$ cat src/rtl/chronos_arb_pkg.sv
// chronos_arb_pkg: shared encodings for the chronos memory arbiter
// (FSM states, transaction owner codes, default fetch byte-enable mask).
package chronos_arb_pkg;

  typedef enum logic [1:0] {
    IDLE     = 2'd0,
    ISSUE    = 2'd1,
    WAIT_RSP = 2'd2
  } arb_state_t;

  localparam logic OWN_IF  = 1'b0;
  localparam logic OWN_LSU = 1'b1;

  // Wide enough for any sensible DATA_W; users slice the low DATA_W/8 bits.
  localparam int                  MAX_BE_W = 64;
  localparam logic [MAX_BE_W-1:0] BE_ALL   = {MAX_BE_W{1'b1}};

endpackage

$ cat src/rtl/chronos_arb_pick.sv
// chronos_arb_pick: combinational winner selection between the fetch (IF)
// and load/store (LSU) requesters. RR_MODE=0 gives LSU priority unless the
// starvation guard fires; RR_MODE=1 alternates on ties using the last grant.
module chronos_arb_pick
  import chronos_arb_pkg::*;
#(
  parameter bit RR_MODE = 1'b0
) (
  input  logic i_if_valid,
  input  logic i_lsu_valid,
  input  logic i_starve_hit,
  input  logic i_last_lsu,
  output logic o_grant_if,
  output logic o_grant_lsu
);

  logic w_tie_lsu;

  // Decide who takes a tie: the not-last-granted side, or LSU unless IF is starving
  always_comb begin
    w_tie_lsu = 1'b1;
    if (RR_MODE) begin
      w_tie_lsu = ~i_last_lsu;
    end else begin
      w_tie_lsu = ~i_starve_hit;
    end
  end

  // Grant the sole requester, or the tie winner when both are valid
  always_comb begin
    o_grant_if  = 1'b0;
    o_grant_lsu = 1'b0;
    case ({i_if_valid, i_lsu_valid})
      2'b01: o_grant_lsu = 1'b1;
      2'b10: o_grant_if  = 1'b1;
      2'b11: begin
        if (w_tie_lsu) begin
          o_grant_lsu = 1'b1;
        end else begin
          o_grant_if = 1'b1;
        end
      end
      default: begin
        o_grant_if  = 1'b0;
        o_grant_lsu = 1'b0;
      end
    endcase
  end

endmodule

$ cat src/rtl/chronos_mem_arbiter.sv
// chronos_mem_arbiter: shares one memory port between instruction fetch and
// load/store, one transaction in flight. Define CHRONOS_ARB_RR_EN to replace
// the LSU-priority/starvation-guard policy with strict round-robin.
module chronos_mem_arbiter
  import chronos_arb_pkg::*;
#(
  parameter int ADDR_W       = 32,
  parameter int DATA_W       = 32,
  parameter int STARVE_LIMIT = 4
) (
  input  logic                clk,
  input  logic                rst,
  input  logic                if_req_valid,
  output logic                if_req_ready,
  input  logic [ADDR_W-1:0]   if_req_addr,
  output logic                if_rsp_valid,
  output logic [DATA_W-1:0]   if_rsp_data,
  input  logic                lsu_req_valid,
  output logic                lsu_req_ready,
  input  logic                lsu_req_we,
  input  logic [ADDR_W-1:0]   lsu_req_addr,
  input  logic [DATA_W-1:0]   lsu_req_wdata,
  input  logic [DATA_W/8-1:0] lsu_req_be,
  output logic                lsu_rsp_valid,
  output logic [DATA_W-1:0]   lsu_rsp_data,
  output logic                mem_req_valid,
  input  logic                mem_req_ready,
  output logic                mem_req_we,
  output logic [ADDR_W-1:0]   mem_req_addr,
  output logic [DATA_W-1:0]   mem_req_wdata,
  output logic [DATA_W/8-1:0] mem_req_be,
  input  logic                mem_rsp_valid,
  input  logic [DATA_W-1:0]   mem_rsp_data,
  output logic                arb_err
);

  localparam int BE_W = DATA_W / 8;

  arb_state_t        r_state;
  logic              r_owner;
  logic              r_req_valid;
  logic              r_we;
  logic              r_err;
  logic [ADDR_W-1:0] r_addr;
  logic [DATA_W-1:0] r_wdata;
  logic [BE_W-1:0]   r_be;

  logic w_grant_if;
  logic w_grant_lsu;
  logic w_starve_hit;
  logic w_last_lsu;
  logic w_idle;
  logic w_route;
  logic w_stray;

`ifdef CHRONOS_ARB_RR_EN
  localparam bit RR_MODE = 1'b1;
  logic r_last_lsu;
  assign w_starve_hit = 1'b0;
  assign w_last_lsu   = r_last_lsu;
`else
  localparam bit              RR_MODE = 1'b0;
  localparam int              CNT_W   = $clog2(STARVE_LIMIT + 1);
  localparam logic [CNT_W-1:0] LIMIT_C = CNT_W'(STARVE_LIMIT);
  logic [CNT_W-1:0] r_starve_cnt;
  assign w_starve_hit = (r_starve_cnt == LIMIT_C);
  assign w_last_lsu   = 1'b0;
`endif

  chronos_arb_pick #(.RR_MODE(RR_MODE)) u_pick (
    .i_if_valid   (if_req_valid),
    .i_lsu_valid  (lsu_req_valid),
    .i_starve_hit (w_starve_hit),
    .i_last_lsu   (w_last_lsu),
    .o_grant_if   (w_grant_if),
    .o_grant_lsu  (w_grant_lsu)
  );

  assign w_idle  = (r_state == IDLE);
  // A response counts only once the request has been accepted (same cycle or later).
  assign w_route = mem_rsp_valid & ((r_state == WAIT_RSP) | ((r_state == ISSUE) & mem_req_ready));
  assign w_stray = mem_rsp_valid & ((r_state == IDLE) | ((r_state == ISSUE) & ~mem_req_ready));

  // Request readies and response routing, all forced low while reset is asserted
  always_comb begin
    if_req_ready  = 1'b0;
    lsu_req_ready = 1'b0;
    if_rsp_valid  = 1'b0;
    lsu_rsp_valid = 1'b0;
    if_rsp_data   = {DATA_W{1'b0}};
    lsu_rsp_data  = {DATA_W{1'b0}};
    if (rst) begin
      if_req_ready  = w_idle & w_grant_if;
      lsu_req_ready = w_idle & w_grant_lsu;
      if_rsp_valid  = w_route & (r_owner == OWN_IF);
      lsu_rsp_valid = w_route & (r_owner == OWN_LSU);
      if_rsp_data   = mem_rsp_data;
      lsu_rsp_data  = mem_rsp_data;
    end else begin
      if_req_ready  = 1'b0;
      lsu_req_ready = 1'b0;
    end
  end

  // Arbitration FSM: grant capture, memory issue, response wait, error and fairness state
  always_ff @(posedge clk or negedge rst) begin
    if (!rst) begin
      r_state     <= IDLE;
      r_owner     <= OWN_IF;
      r_req_valid <= 1'b0;
      r_we        <= 1'b0;
      r_err       <= 1'b0;
      r_addr      <= {ADDR_W{1'b0}};
      r_wdata     <= {DATA_W{1'b0}};
      r_be        <= {BE_W{1'b0}};
`ifdef CHRONOS_ARB_RR_EN
      r_last_lsu  <= 1'b0;
`else
      r_starve_cnt <= {CNT_W{1'b0}};
`endif
    end else begin
      if (w_stray) begin
        r_err <= 1'b1;
      end
      case (r_state)
        IDLE: begin
          if (w_grant_lsu) begin
            r_state     <= ISSUE;
            r_owner     <= OWN_LSU;
            r_req_valid <= 1'b1;
            r_we        <= lsu_req_we;
            r_addr      <= lsu_req_addr;
            r_wdata     <= lsu_req_wdata;
            r_be        <= lsu_req_be;
`ifdef CHRONOS_ARB_RR_EN
            r_last_lsu  <= 1'b1;
`else
            if (if_req_valid) begin
              r_starve_cnt <= w_starve_hit ? r_starve_cnt : (r_starve_cnt + CNT_W'(1));
            end else begin
              r_starve_cnt <= {CNT_W{1'b0}};
            end
`endif
          end else if (w_grant_if) begin
            r_state     <= ISSUE;
            r_owner     <= OWN_IF;
            r_req_valid <= 1'b1;
            r_we        <= 1'b0;
            r_addr      <= if_req_addr;
            r_wdata     <= {DATA_W{1'b0}};
            r_be        <= BE_ALL[BE_W-1:0];
`ifdef CHRONOS_ARB_RR_EN
            r_last_lsu  <= 1'b0;
`else
            r_starve_cnt <= {CNT_W{1'b0}};
`endif
          end
        end
        ISSUE: begin
          if (mem_req_ready) begin
            r_req_valid <= 1'b0;
            r_state     <= mem_rsp_valid ? IDLE : WAIT_RSP;
          end
        end
        WAIT_RSP: begin
          if (mem_rsp_valid) begin
            r_state <= IDLE;
          end
        end
        default: begin
          r_state     <= IDLE;
          r_req_valid <= 1'b0;
        end
      endcase
    end
  end

  assign mem_req_valid = r_req_valid;
  assign mem_req_we    = r_we;
  assign mem_req_addr  = r_addr;
  assign mem_req_wdata = r_wdata;
  assign mem_req_be    = r_be;
  assign arb_err       = r_err;

endmodule

$ cat config.mk
export PLATFORM = sky130hd
export DESIGN_NAME = chronos_mem_arbiter
export DESIGN_NICKNAME = d
export VERILOG_FILES = /design/src/rtl/chronos_arb_pkg.sv /design/src/rtl/chronos_arb_pick.sv /design/src/rtl/chronos_mem_arbiter.sv
export SDC_FILE = /design/constraint.sdc
export NUM_CORES = 1
export LEC_CHECK = 0
export ABC_AREA = 1
export BUFFER_PORTS_ARGS = -buffer_cell sky130_fd_sc_hd__buf_2
export CAP_MARGIN = 25
export CORE_AREA = 2 2 122 124
export DETAILED_ROUTE_END_ITERATION = 8
export DIE_AREA = 0 0 124 126
export PLACE_DENSITY = 0.59
export RECOVER_POWER = 100
export SLEW_MARGIN = 40
export SYNTH_ARGS = -nofsm -noshare
export SYNTH_HDL_FRONTEND = slang
export SYNTH_SLANG_ARGS = --single-unit
$ cat constraint.sdc
create_clock -name clk -period 1.5 [get_ports clk]
set_input_delay 0.075 -clock clk [delete_from_list [all_inputs] [get_ports clk]]
set_output_delay 0.075 -clock clk [all_outputs]
set_load 0.02 [all_outputs]
==> impl_metrics.json, run 1 <==
{
  "seq_area_frac_synth_pct": 45.8,
  "slowest_delay_ns": 0.38,
  "min_path_type": "in -> reg",
  "clk_latency_ns": 0.34,
  "root_buffer": "clkbuf_16",
  "via_count": 4398,
  "synth.distinct_cells": 23,
  "tritoncts": "yes",
  "grt_pass1_wl_mm": 20.7,
  "grt_usage_pct": 17.1,
  "nFillCells": 1478,
  "rows": 44,
  "clock-sinks": 77,
  "via_per_inst": 4.23,
  "final_cell_count_no_fill": 1039,
  "dr.pass1.iters": 4,
  "hold_viol_final": 0,
  "syn_inst": 558,
  "layout_commonest_cell": "buf_2",
  "path_clk_slew_ns": 0.06,
  "setup_viol": 0,
  "synth_warnings": 0,
  "cp_max_fo": 3,
  "arrival_ns": 1.40,
  "coreArea_um2": 14300,
  "utilization_pct": 44.8,
  "use_met1_pct": 22.2,
  "crit_type": "reg -> out",
  "initial_core_util_pct": 29.4,
  "nNetsFinal": 991,
  "dp_cells": 971,
  "io_buffers": 277,
  "critPathLaunchType": "register",
  "drv_slew": 0,
  "use_met3_pct": 3.80,
  "use_met2_pct": 27.8,
  "clock.fmax_mhz": 677,
  "hpwlAfterDp_mm": 9.42,
  "design.die.area_um2": 15600,
  "num_io_pins": 278,
  "cp-end-kind": "output pin",
  "ir_worst_vdd_v": 0.000787,
  "slew-limit-headroom_pct": 63.9,
  "clk_path_buf_depth": 2,
  "cts_buffers": 9,
  "slowest_stage": "dfrtp_1",
  "grt_pass1_vias": 4196,
  "status": "complete, no violations",
  "power_density_nw_per_um2": 1720,
  "syn_to_final_growth_pct": 52.6,
  "avgSynthCellArea_um2": 7.53,
  "routed_wl_mm": 13.6,
  "final_cell_mix": "buf_2, nand2_1, dfrtp_1",
  "grt-ovfl-total": 0,
  "fp.dieW_um": 124,
  "drt-initial-drc-count": 177,
  "syn_area_um2": 4200,
  "drt-wirelength-per-cell_um": 13.1,
  "drcViolationCount": 0,
  "syn-num-nets": 699,
  "n_antenna_cell": 0,
  "die_y_um": 126,
  "rsz0062_at_grt": "yes",
  "tightest_slew_ns": 0.541,
  "period_needed_ns": 1.48,
  "grt_max_degree": 42,
  "ys_seq_elements": 77,
  "drive_gt1_share_pct": 39.2,
  "cap_violations": 0,
  "worstPathRequired_ns": 1.42,
  "finalCritPeriodShare_pct": 98.5,
  "crit_chain": "inv_2 -> ha_4 -> nand3_4 -> nand2_4 -> inv_4 -> nor3_4 -> buf_6",
  "p_leak_nw": 3.95,
  "ant_nets": 0,
  "ctsHtreeMaxLevel": 3,
  "fin_worst_skew_ns": 0.00641,
  "gp_congestion": 0.743,
  "gr-max-usage-layer": "met2",
  "antenna_found_initial": 0
}
## state kept, by name (all words and copies together), names as in the netlist
register       count
mem_req_addr      32
r_starve_cnt       3
mem_req_valid      1
arb_err            1
mem_req_we         1
mem_req_be         4
r_state            2
mem_req_wdata     32
r_owner            1
## critical path: cells and delay by family (launching register included)
family	cells	cell delay [ns]
adders and majority gates	1	0.14
buffers and inverters	3	0.27
DFF	1	0.38
and+or+nand+nor	3	0.27
## logic make-up (layout without fill, tap and decap cells)
| logic type | count (synthesis) | after routing | share of synthesized area (%) |
|---|---|---|---|
| buf+inv | 138 | 435 | 17.0 |
| simple gates | 333 | 333 | 35.4 |
| fa+ha+maj | 2 | 2 | 0.595 |
| compound gates | 6 | 6 | 0.774 |
| xor+xnor | 2 | 2 | 0.417 |
| flops | 77 | 77 | 45.8 |
## through the flow
| step | area (um^2) | hold WS (ns) | total power (W) | TNS, ns | worst slack (ns) |
|---|---|---|---|---|---|
| floorplan | 4200 | -0.221 | 0.00687 | 0 | 0.0862 |
| global route | 6410 | 0.0481 | 0.0119 | -0.102 | -0.0520 |
| global placement | 5540 | -0.0435 | 0.00856 | 0 | 0.122 |
| detailed placement | 5540 | -0.0424 | 0.00858 | 0 | 0.0664 |
| finish | 6410 | 0.0374 | 0.0111 | 0 | 0.0232 |
| CTS | 6360 | 0.0199 | 0.0111 | -0.0167 | -0.0121 |
## report_power, final
| group | total (W) | leakage, nW | internal, W | switching, W |
|---|---|---|---|---|
| clock network | 0.00219 | 0.140 | 0.00133 | 0.000865 |
| logic | 0.00535 | 2.86 | 0.00188 | 0.00346 |
| registers | 0.00353 | 0.950 | 0.00302 | 0.000508 |
| total | 0.0111 | 3.95 | 0.00623 | 0.00484 |
## per-layer routing
layer	wire [um]	up-vias
li1	-	2244
met1	5900	1981
met2	6580	155
met3	870	18
met4	224	0
met5	0	-
## cell usage after synthesis
library cell,number,area share (%)
inv_4,2,0.30
nor3_2,1,0.24
nand2_4,1,0.27
nand2_1,209,19
clkbuf_1,10,0.89
buf_2,11,1.3
nand3_1,68,8.1
nor2_1,15,1.3
nand4_1,1,0.15
buf_6,6,1.6
o21ai_0,5,0.60
nand3_2,1,0.24
nand3b_1,32,5.7
xnor2_1,1,0.21
dfrtp_1,77,46
nand2_2,4,0.60
nor3_1,1,0.12
a21o_1,1,0.18
xor2_1,1,0.21
inv_2,3,0.27
ha_1,2,0.60
buf_4,35,6.2
inv_1,71,6.3
## area by class of cell
type	instances	area, um^2	area share [%]
Timing Repair Buffer	343	2050	32.0
Sequential cell	77	1930	30.0
Multi-Input combinational cell	343	1610	25.0
Inverter	76	298	4.64
Clock buffer	10	239	3.73
Tap cell	184	230	3.59
Clock inverter	6	62.6	0.975
## worst paths after layout
| kind | end | cells past startpoint | start | slack, ns |
|---|---|---|---|---|
| worst max-delay path | if_req_ready | 7 | r_starve_cnt[0] | 0.02 |
| worst min-delay path | mem_req_addr[14] | 5 | if_req_addr[14] | 0.04 |
| worst max register to register | r_starve_cnt[0] | 8 | r_state[0] | 0.13 |
| worst min register to register | arb_err | 1 | arb_err | 0.45 |
| max in group asynchronous | mem_req_wdata[12] | 3 | rst | 0.56 |
| min in group asynchronous | mem_req_valid | 2 | rst | 0.33 |
## repair_timing
action	in CTS	in global routing
resized for setup	11	11
pin swaps	0	1
setup buffers	9	2
hold buffers	41	0
hold endpoints to repair	75	0
endpoints found under the setup margin	2	47
(Power assumes the default switching activity.)
==> run 2, diff against run 1 <==
--- a/config.mk
+++ b/config.mk
@@ -11,7 +11,7 @@
 export CORE_AREA = 2 2 122 124
 export DETAILED_ROUTE_END_ITERATION = 8
 export DIE_AREA = 0 0 124 126
-export PLACE_DENSITY = 0.59
+export PLACE_DENSITY = 0.64
 export RECOVER_POWER = 100
 export SLEW_MARGIN = 40
 export SYNTH_ARGS = -nofsm -noshare
==> constraint.sdc (replaced) <==
create_clock -name clk -period 1.6 [get_ports clk]
set_input_delay 0.08 -clock clk [delete_from_list [all_inputs] [get_ports clk]]
set_output_delay 0.08 -clock clk [all_outputs]
set_load 0.02 [all_outputs]
==> impl_metrics.json, run 2 (synthesis results as in run 1) <==
{
  "status": "complete, no violations",
  "dr.pass1.iters": 4,
  "layout_commonest_cell": "nand2_1",
  "die_y_um": 126,
  "wl_met1_mm": 6.29,
  "hpwlAfterDp_mm": 10.1,
  "ir_worst_vdd_v": 0.000861,
  "num_io_pins": 278,
  "grt_max_degree": 44,
  "setup_viol": 0,
  "cp_max_fo": 3,
  "via_per_inst": 4.31,
  "min_path_type": "in -> reg",
  "crit_type": "reg -> out",
  "dp_worst_setup_slack_ns": 0.134,
  "syn_to_final_growth_pct": 48.0,
  "fin_worst_skew_ns": 0.00662,
  "coreArea_um2": 14300,
  "utilization_pct": 43.5,
  "fp.dieW_um": 124,
  "total_power_w": 0.0104,
  "timing.final.ws_setup_ns": 0.0846,
  "tightest_slew_ns": 1.09,
  "grt_pass1_vias": 4270,
  "seqCellArea_um2": 1930,
  "drcViolationCount": 0,
  "arrival_ns": 1.44,
  "initial_core_util_pct": 29.4,
  "clk_path_buf_depth": 2,
  "slew-limit-headroom_pct": 27.4,
  "met2_length_mm": 6.60,
  "via_count": 4463,
  "cts_buffers": 9,
  "rows": 44,
  "io_buffers": 277,
  "tritoncts": "yes",
  "wl_met3_um": 889,
  "nNetsFinal": 988,
  "multiInputGateArea_um2": 1600,
  "critPathLaunchType": "register",
  "drt-initial-drc-count": 181,
  "antenna_found_initial": 0,
  "path_clk_slew_ns": 0.06,
  "ant_nets": 0,
  "clk_latency_ns": 0.33,
  "gp_congestion": 0.784,
  "hold_viol_final": 0,
  "n_antenna_cell": 0,
  "power_density_nw_per_um2": 1680,
  "placed_cell_area_um2": 5540,
  "grt-ovfl-total": 0,
  "cap_violations": 0,
  "ctsHtreeMaxLevel": 3,
  "finalCritPeriodShare_pct": 94.7,
  "clock-sinks": 77,
  "final_cell_mix": "nand2_1, buf_2, clkbuf_1",
  "routed_wl_mm": 14.1,
  "root_buffer": "clkbuf_16",
  "p_leak_nw": 3.49,
  "grt_pass1_wl_mm": 21.3,
  "cp-end-kind": "output pin",
  "topRoutingLayerUsed": "met4",
  "drive_gt1_share_pct": 22.8,
  "drv_slew": 0,
  "clock.fmax_mhz": 660,
  "stdcell_area_um2": 6220,
  "worstPathRequired_ns": 1.52,
  "nFillCells": 1532,
  "grt_usage_pct": 17.5,
  "period_needed_ns": 1.52,
  "drt-wirelength-per-cell_um": 13.6,
  "design.die.area_um2": 15600
}
## run 2: cell types whose count changed in the layout (fill, tap and decap cells not counted), sizes merged
cell | previous run | this run
buf | 302 | 159
clkinvlp | 3 | 0
dlygate4sd3 | 41 | 40
clkinv | 2 | 3
bufinv | 1 | 3
clkbuf | 10 | 151
## run 2: report_power, final
group	leakage (nW)	internal, W	total (W)	switching (W)
clock network	0.173	0.00157	0.00238	0.000813
logic	2.37	0.00145	0.00473	0.00327
registers	0.950	0.00283	0.00333	0.000504
total	3.49	0.00585	0.0104	0.00459
## run 2: path summary, 6_finish.rpt
check / from / endpoint / slack, ns / cells past startpoint
max in group asynchronous: rst / mem_req_wdata[10] / 0.69 / 2
min: lsu_req_wdata[8] / mem_req_wdata[8] / 0.01 / 3
min reg2reg: arb_err / arb_err / 0.46 / 1
max: r_starve_cnt[1] / if_req_ready / 0.08 / 7
min in group asynchronous: rst / mem_req_addr[19] / 0.23 / 2
max reg2reg: r_starve_cnt[1] / mem_req_addr[30] / 0.12 / 8
## run 2: cell type report
type                       instances  area share, %
clock inverter                     6           1.75
multi-input combinational        343           25.7
timing repair buffer             340           29.2
sequential                        77           31.0
clock buffer                      10           3.84
tap                              184           3.70
inverter                          76           4.83
## run 2: worst max-delay path, cell delays in order, from the launching register on
cell and delay (ns):
dfrtp_1 0.38, inv_1 0.10, ha_4 0.14, nand3_4 0.07, nand2_4 0.12, inv_8 0.04
nor3_4 0.11, buf_6 0.15
## run 2: per-stage QoR
step / hold WS (ns) / instances / setup TNS [ns]
floorplan: -0.216 / 558 / 0
global placement: -0.00121 / 970 / 0
detailed placement: 0.00306 / 970 / 0
CTS: 0.000205 / 1032 / 0
global route: 0.00877 / 1036 / -0.00453
finish: 0.00954 / 1036 / 0
## run 2: per-layer routing
metal  vias to the layer above  GRT usage [%]
met5                         -              0
met4                         0           5.75
met3                        18           4.57
met2                       149           27.3
met1                      2051           23.7
li1                       2245              -
## run 2: timing repair
item,in CTS,in global routing
setup endpoints to repair,2,25
gates resized for setup,11,5
pin swaps,2,3
endpoints found under the hold margin,61,0
hold buffers,40,0
setup buffers,6,4
==> run 3, diff against run 2 <==
--- a/config.mk
+++ b/config.mk
@@ -5,13 +5,13 @@
 export SDC_FILE = /design/constraint.sdc
 export NUM_CORES = 1
 export LEC_CHECK = 0
-export ABC_AREA = 1
+export ABC_AREA = 0
 export BUFFER_PORTS_ARGS = -buffer_cell sky130_fd_sc_hd__buf_2
 export CAP_MARGIN = 25
-export CORE_AREA = 2 2 122 124
+export CORE_AREA = 2 2 117 119
 export DETAILED_ROUTE_END_ITERATION = 8
-export DIE_AREA = 0 0 124 126
-export PLACE_DENSITY = 0.64
+export DIE_AREA = 0 0 119 121
+export PLACE_DENSITY = 0.65
 export RECOVER_POWER = 100
 export SLEW_MARGIN = 40
 export SYNTH_ARGS = -nofsm -noshare
==> impl_metrics.json, run 3 <==
{
  "via_count": 4275,
  "gp_congestion": 0.849,
  "clock.fmax_mhz": 615,
  "hold_viol_final": 0,
  "min_path_type": "in -> reg",
  "critPathMostFrequentCell": "nor2_4",
  "clk_latency_ns": 0.33,
  "nNetsFinal": 820,
  "fp.dieW_um": 119,
  "dr.pass1.iters": 4,
  "clock-sinks": 77,
  "ctsHtreeMaxLevel": 3,
  "grt-ovfl-total": 0,
  "layout_commonest_cell": "buf_2",
  "drt-initial-drc-count": 216,
  "worstPathRequired_ns": 1.52,
  "grt_pass1_vias": 4311,
  "placed_cell_area_um2": 5270,
  "finalCritPeriodShare_pct": 102,
  "coreArea_um2": 13100,
  "path_clk_slew_ns": 0.07,
  "antenna_found_initial": 2,
  "synth-simple-area-share_pct": 18.2,
  "drt-wirelength-per-cell_um": 16.0,
  "synth_ff_type": "dfrtp_1",
  "cp_max_fo": 3,
  "hpwlAfterDp_mm": 9.35,
  "final_cell_mix": "buf_2, clkbuf_1, dfrtp_1",
  "slew-limit-headroom_pct": 56.7,
  "tightest_slew_ns": 0.649,
  "fin_worst_skew_ns": 0.00741,
  "seq_area_frac_synth_pct": 49.4,
  "io_buffers": 277,
  "status": "complete, but fails checks",
  "yosysMostFrequentCell": "dfrtp_1",
  "muxShareOfSynthArea_pct": 0,
  "synth_area_leaders": "dfrtp_1, a22o_1, buf_4",
  "synth_edf_count": 0,
  "setup_viol": 1,
  "yosys.area_share.adder_pct": 0.642,
  "synth_warnings": 0,
  "yosysTopAreaCell": "dfrtp_1",
  "arrival_ns": 1.55,
  "initial_core_util_pct": 29.8,
  "root_buffer": "clkbuf_16",
  "ys_seq_elements": 77,
  "violations": "setup timing",
  "avgSynthCellArea_um2": 10.1,
  "tritoncts": "yes",
  "synthTopCellsByCount": "dfrtp_1, nand3_1",
  "crit_chain": "inv_2 -> ha_4 -> and3_4 -> nor2_4 -> buf_12 -> nor2_4 -> buf_6",
  "yosys.area_share.xor_xnor_pct": 0,
  "power_density_nw_per_um2": 1750,
  "slowest_delay_ns": 0.40,
  "cp-end-kind": "output pin",
  "grt_usage_pct": 19.0,
  "netlist.area_leader.share_pct": 49.4,
  "cap_violations": 0,
  "startpoint": "r_starve_cnt[1]",
  "synth.distinct_cells": 33,
  "syn_inst": 387,
  "path_buf_inv": 3,
  "async_reset_ff_share_pct": 100,
  "num_io_pins": 278,
  "rsz0062_at_grt": "yes",
  "hold_start": "if_req_addr[31]",
  "via_per_inst": 4.96,
  "grt_max_degree": 52,
  "syn-num-nets": 528,
  "synth_top_family_by_area": "compound AO/OA/AOI/OAI gates",
  "cp_top_family": "flip-flops",
  "total_power_w": 0.0106,
  "r2r_start": "r_state[0]",
  "drive_gt1_share_pct": 34.4,
  "stdcell_area_um2": 6040,
  "ir_worst_vdd_v": 0.000609,
  "ant_nets": 0,
  "syn_to_final_growth_pct": 55.0,
  "synth_compound_area_share_pct": 20.2,
  "crit_type": "reg -> out",
  "clk_path_buf_depth": 2,
  "reg2reg_slack_ns": 0.03,
  "cts_buffers": 9,
  "p_leak_nw": 2.77,
  "grt_pass1_wl_mm": 21.6,
  "syn_area_um2": 3900,
  "die_y_um": 121,
  "critPathLaunchType": "register",
  "design.die.area_um2": 14400,
  "period_needed_ns": 1.63,
  "routed_wl_mm": 13.8,
  "slowest_stage": "dfrtp_1",
  "drcViolationCount": 0,
  "rows": 42,
  "timing.final.ws_setup_ns": -0.0256,
  "drv_slew": 0
}
-- run 3: changes by cell type in the layout (fill, tap and decap cells not counted), moves of 28 or more --
cell and delta:
and2_1 +32, clkbuf_1 -33, a22o_1 +33, inv_1 -66, o211ai_1 +32, nand4_1 +31
nand3_1 -33, o21ai_0 +28, buf_2 +30, nand2_1 -203, nand3b_1 -31
-- run 3: stage by stage --
stage | TNS (ns) | std cells | utilization, % | setup WS (ns) | hold WS [ns]
after CTS | -0.0638 | 859 | 47.2 | -0.0410 | 0.000558
after global placement | -0.0898 | 789 | 40.2 | -0.0226 | 0.0342
after detailed placement | -0.00131 | 789 | 40.3 | -0.00131 | 0.0447
after floorplan | 0 | 387 | - | 0.0497 | -0.216
after global routing | -0.734 | 862 | 46.2 | -0.103 | 0.00269
final | -0.0256 | 862 | 46.2 | -0.0256 | 0.0141
-- run 3: where the power goes --
part / internal (W) / leakage [nW] / switching (W)
combinational: 0.00187 / 1.67 / 0.00318
sequential: 0.00288 / 0.950 / 0.000553
clock: 0.00123 / 0.153 / 0.000835
-- run 3: path summary, 6_finish.rpt --
path,depth (start not counted),end
worst min-delay path,3,mem_req_addr[31]
worst min register to register,1,arb_err
worst max-delay path,7,if_req_ready
min in group asynchronous,2,r_starve_cnt[1]
worst max register to register,6,mem_req_addr[2]
max in group asynchronous,3,mem_req_wdata[15]
-- run 3: routing by layer --
layer	GRT usage (%)	wire length (um)
met3	4.65	1130
met4	8.11	255
met2	33.2	6780
met1	22.2	5620
met5	0	0
-- run 3: worst min-delay path, cell delays in order --
cell	delay (ns)
buf_2	0.09
nand3_1	0.05
o211ai_1	0.08
-- run 3: cell type report --
type	count	area, um^2
multi-input cells	235	1590
flip-flops and latches	77	1930
fillers	1272	7040
clock buffers	9	225
repair buffers	350	1970
diodes	2	5.00
inverters	6	22.5
well taps	176	220
clock inverters	7	81.3
-- run 3: logic make-up after synthesis --
| kind of cell | after synthesis |
|---|---|
| AOI/OAI and AO/OA | 110 |
| adders and majority gates | 2 |
| buffers and inverters | 75 |
| DFF | 77 |
| and+or+nand+nor | 123 |
-- run 3: timing repair --
action,4_1_cts,5_1_grt
setup endpoints to repair,22,62
cloned,1,0
resized for setup,19,6
buffers inserted,10,2
hold buffers,43,0
pin swaps,7,5
hold endpoints to repair,51,0
